## config.mk

```make
export PLATFORM = sky130hd
export DESIGN_NAME = instr_fetch_unit
export DESIGN_NICKNAME = d
export VERILOG_FILES = /design/src/rtl/instr_fetch_unit.sv
export SDC_FILE = /design/constraint.sdc
export NUM_CORES = 1
export LEC_CHECK = 0
export BUFFER_PORTS_ARGS = -buffer_cell sky130_fd_sc_hd__buf_2
export CORE_ASPECT_RATIO = 1.5
export CORE_UTILIZATION = 25
export DETAILED_ROUTE_END_ITERATION = 12
export HOLD_SLACK_MARGIN = 0.12
export PLACE_DENSITY = 0.42
export REMOVE_ABC_BUFFERS = 1
export SLEW_MARGIN = 30
export SYNTH_ARGS = -nofsm -noshare
export SYNTH_HDL_FRONTEND = slang
export SYNTH_SLANG_ARGS = --single-unit
```

## constraint.sdc

```tcl
create_clock -name clk -period 2.8 [get_ports clk]
set_input_delay 0.14 -clock clk [delete_from_list [all_inputs] [get_ports clk]]
set_output_delay 0.14 -clock clk [all_outputs]
set_load 0.02 [all_outputs]
```

## src/rtl/instr_fetch_unit.sv

```systemverilog
// Instruction fetch stage: owns the PC, drives the combinational instruction memory,
// and registers fetched words into the IF/ID boundary with a valid/ready handshake.
//
//   state | meaning
//   RUN   | fetching sequentially, or stalled on decode backpressure
//   HALT  | an all-zero word was seen; waits for a redirect or reset
//   ERR   | a misaligned redirect was seen; only reset leaves
module instr_fetch_unit #(
   parameter logic [31:0] RESET_PC = 32'h0000_0000
) (
   input  logic        clk,
   input  logic        reset,
   output logic [31:0] imem_a,
   input  logic [31:0] imem_rd,
   input  logic        redirect_valid,
   input  logic [31:0] redirect_pc,
   output logic        out_valid,
   input  logic        out_ready,
   output logic [31:0] out_instr,
   output logic [31:0] out_pc,
   output logic [31:0] out_pc_plus4,
   output logic        halted,
   output logic        misalign_err,
   output logic [31:0] fetch_count
);

   typedef enum logic [1:0] {
      RUN  = 2'd0,
      HALT = 2'd1,
      ERR  = 2'd2
   } state_t;

   state_t      state_q, state_d;
   logic [31:0] pc_q, pc_d;
   logic        out_valid_q, out_valid_d;
   logic [31:0] out_instr_q, out_instr_d;
   logic [31:0] out_pc_q, out_pc_d;
   logic [31:0] out_pc_plus4_q, out_pc_plus4_d;
   logic        misalign_q, misalign_d;
   logic [31:0] fetch_count_q, fetch_count_d;
   logic        fire;
   logic        load_en;

   always_comb begin
      state_d        = state_q;
      pc_d           = pc_q;
      out_valid_d    = out_valid_q;
      out_instr_d    = out_instr_q;
      out_pc_d       = out_pc_q;
      out_pc_plus4_d = out_pc_plus4_q;
      misalign_d     = misalign_q;
      fetch_count_d  = fetch_count_q;

      fire    = out_valid_q && out_ready;
      load_en = (state_q == RUN) && (!out_valid_q || out_ready) && !redirect_valid;

      // A handshake completes even in a redirect cycle; the flush only kills the next word.
      if (fire) begin
         fetch_count_d = fetch_count_q + 32'd1;
      end

      if (redirect_valid) begin
         if (redirect_pc[1:0] != 2'b00) begin
            misalign_d  = 1'b1;
            out_valid_d = 1'b0;
            state_d     = ERR;
         end else if (state_q != ERR) begin
            pc_d        = redirect_pc;
            out_valid_d = 1'b0;
            state_d     = RUN;
         end
      end else if (load_en) begin
         if (imem_rd != 32'd0) begin
            out_instr_d    = imem_rd;
            out_pc_d       = pc_q;
            out_pc_plus4_d = pc_q + 32'd4;
            out_valid_d    = 1'b1;
            pc_d           = pc_q + 32'd4;
         end else begin
            out_valid_d = out_valid_q && !out_ready;
            state_d     = HALT;
         end
      end
   end

   always_ff @(posedge clk) begin
      if (reset) begin
         state_q        <= RUN;
         pc_q           <= RESET_PC;
         out_valid_q    <= 1'b0;
         out_instr_q    <= 32'd0;
         out_pc_q       <= 32'd0;
         out_pc_plus4_q <= 32'd0;
         misalign_q     <= 1'b0;
         fetch_count_q  <= 32'd0;
      end else begin
         state_q        <= state_d;
         pc_q           <= pc_d;
         out_valid_q    <= out_valid_d;
         out_instr_q    <= out_instr_d;
         out_pc_q       <= out_pc_d;
         out_pc_plus4_q <= out_pc_plus4_d;
         misalign_q     <= misalign_d;
         fetch_count_q  <= fetch_count_d;
      end
   end

   assign imem_a       = pc_q;
   assign out_valid    = out_valid_q;
   assign out_instr    = out_instr_q;
   assign out_pc       = out_pc_q;
   assign out_pc_plus4 = out_pc_plus4_q;
   assign halted       = (state_q == HALT);
   assign misalign_err = misalign_q;
   assign fetch_count  = fetch_count_q;

endmodule

```

==> results.yml <==
placed_design:
  port_buffers: 230
  place_ws_ns: 0.422
  dp_cells: 1409
  dp_hpwl_um: 16500
  place_congestion: 0.766
floorplan:
  die_x_um: 139
  io_pins: 231
  core_area_sq_um: 27400
  floorplan.initialDensity: 0.255
  fp-row-count: 74
  die_area_sq_um: 28700
  die_h_um: 207
routing:
  drtIter0Drc: 331
  drt_first_pass_iters: 8
  remaining_drc_errors: 17
  viasPerCell: 4.65
  finalWirelength_um: 24000
  num_vias: 7026
  wire_per_inst_um: 15.9
  drtAntennaViolNets: 0
clock_network:
  clk_latency_ns: 0.43
  htreeDepth: 4
  tritoncts: "yes"
  ctsLongestPathBuffers: 2
  clock-sinks: 162
  cts-root-buf: "clkbuf_16"
  path_clk_slew_ns: 0.06
  cts_buffers: 17
finish:
  fill_cells: 2948
  final_nets: 1226
  area_delta_synth_final_pct: 42.3
  drive_above_1_share: 0.266
  layout.cells.non_filler: 1512
setup_path:
  cp_cell_sequence: "dlygate4sd3_1, buf_2, nor4_1, buf_4, nand4_1, nor2_2, nor3b_2, buf_12, nand2_1, a21oi_1, dlygate4sd3_1"
  slowest_delay_ns: 0.57
  crit_fanout: 80
  r2r_slack_ns: 0.49
  cp.arrival_ns: 2.90
  crit_family: "buffers and inverters"
  setup.worst_path.class: "in2reg"
  critPathLaunchType: "input pin"
  required_ns: 3.11
  worstSetupEndpointType: "flip-flop"
  slowest_stage: "dlygate4sd3_1"
  cp.buffers_inverters: 5
  crit_top_cell: "dlygate4sd3_1"
logic_synthesis:
  synth.distinct_cells: 51
  postSynth.asyncResetShare: 0
  synth_ff_type: "dfxtp_1"
  synth-seq-cells: 162
  avgSynthCellArea_sq_um: 8.04
  ys_seq_area_frac: 0.463
  yosysWarnings: 0
  netlist_area_sq_um: 7000
  synth-edff-count: 0
  syn_inst: 870
sta:
  slew_headroom: 0.592
  worst_pin_slew_ns: 0.611
  finalMaxSlewViolations: 0
  fmax_mhz: 386
  post-route-min-period_ns: 2.59
  whs_ns: 0.180
  setup_viol: 0
  fin_crit_sh: 0.924
  finalClockSkew_ns: 0.0102
  grt_setup_unrepaired: "false"
  setup_slack_ns: 0.212
  hold_violations: 0
grt:
  grt_max_degree: 81
  grt_pass1_wl_um: 37000
  grt.total_usage: 0.168
  grt_overflow_total: 0
  grt_pass1_vias: 6630
  antenna_found_initial: 2
hold_path:
  min_path_type: "in2reg"
run_status:
  status: "finished, violations left"
  violations: "DRC"
pwr:
  power_density_nw_per_um2: 582
  leakage_nw: 4.21
  vdd_drop_max_v: 0.000432
job:
  maxCapViolations: 0
[cell usage in the layout, fill, tap and decap left out, drive strengths merged, types with 13 or more instances in the layout]
cell,netlist,final
buf,15,260
nand2,201,201
dfxtp,162,162
a21oi,98,98
nor2,91,91
dlygate4sd3,0,68
xor2,31,31
a211oi,28,28
xnor2,26,26
o21ai,24,24
nand3,22,22
clkbuf,46,20
nand4,15,15
nor4,13,13
[per-stage QoR]
step	total power [mW]	setup TNS, ns	cell area [sq um]	util
final	5.80	0	9960	0.363
after global routing	6.08	0	9960	0.363
after CTS	5.89	0	9900	0.361
after detailed placement	3.39	0	8620	0.315
after global placement	3.39	0	8620	0.315
after floorplan	3.00	-456.56	6750	-
[layout make-up]
cell class / count / area, sq um / share of cell area
Inverter: 7 / 26.3 / 0.00264
Clock buffer: 20 / 467 / 0.0469
Tap cell: 342 / 428 / 0.0430
Antenna cell: 1 / 2.50 / 0.000251
Multi-Input combinational cell: 640 / 3510 / 0.353
Clock inverter: 12 / 133 / 0.0133
Sequential cell: 162 / 3240 / 0.326
Timing Repair Buffer: 328 / 2150 / 0.216
[report_power, final]
group | total, mW | internal [mW] | switching, mW
Clock | 2.38 | 1.39 | 0.999
Combinational | 0.900 | 0.355 | 0.545
Sequential | 2.51 | 2.42 | 0.0927
Total | 5.80 | 4.16 | 1.64
[kinds of logic after synthesis]
kind of cell,Yosys count,share of synthesized area
AND/OR/NAND/NOR,386,0.250
AO/OA/AOI/OAI,190,0.165
flip-flops,162,0.463
buffers and inverters,68,0.0392
XOR/XNOR,57,0.0713
multiplexers,5,0.00715
adder cells (fa/ha/maj),2,0.00358
[per-layer routing]
metal / GRT usage / up-vias / wire length (um)
met5: 0 / - / 0
met4: 0.0766 / 0 / 675
met3: 0.0374 / 39 / 1070
met2: 0.297 / 172 / 12200
met1: 0.193 / 3256 / 10100
li1: - / 3559 / -
[what timing repair did]
item / CTS / global route
hold buffers: 68 / 0
setup buffers: 0 / 1
endpoints found under the setup margin: 0 / 4
resized for setup: 0 / 3
hold endpoints to repair: 94 / 0
[synth_stat cells (7+ instances only)]
| cell | instances | area share |
|---|---|---|
| o21ai_0 | 23 | 0.016 |
| nand2_1 | 201 | 0.11 |
| dfxtp_1 | 162 | 0.46 |
| nand3_1 | 21 | 0.015 |
| and4_1 | 7 | 0.0088 |
| and3_1 | 11 | 0.0098 |
| a211oi_1 | 27 | 0.029 |
| nor2_1 | 91 | 0.049 |
| nand4_1 | 14 | 0.013 |
| o31ai_1 | 10 | 0.011 |
| a21oi_1 | 98 | 0.070 |
| nor4_1 | 9 | 0.0080 |
| xor2_1 | 31 | 0.039 |
| xnor2_1 | 26 | 0.033 |
| inv_1 | 7 | 0.0038 |
| clkbuf_1 | 46 | 0.025 |
| buf_2 | 9 | 0.0064 |
[worst reg2reg max path, stage by stage, from the launching register on]
cell and delay [ns]:
dfxtp_1 0.44, ha_1 0.27, nand3_1 0.33, nor3_2 0.35, buf_4 0.21, nand2_1 0.12
nor2_1 0.18, xnor2_1 0.09, a211oi_1 0.23
[sequential cells by signal, summed over array words and instances, names as in the netlist]
name and flops:
out_pc 32, imem_a 32, out_valid 1, state_q 2
misalign_err 1, out_pc_plus4 30, fetch_count 32, out_instr 32
[final timing paths]
check	endpoint	from	cells past startpoint
worst min-delay path	fetch_count[0]	out_ready	4
worst min register to register	misalign_err	misalign_err	2
worst max register to register	out_pc_plus4[22]	imem_a[3]	8
worst max-delay path	out_instr[10]	imem_rd[5]	11
(Power assumes the default switching activity.)
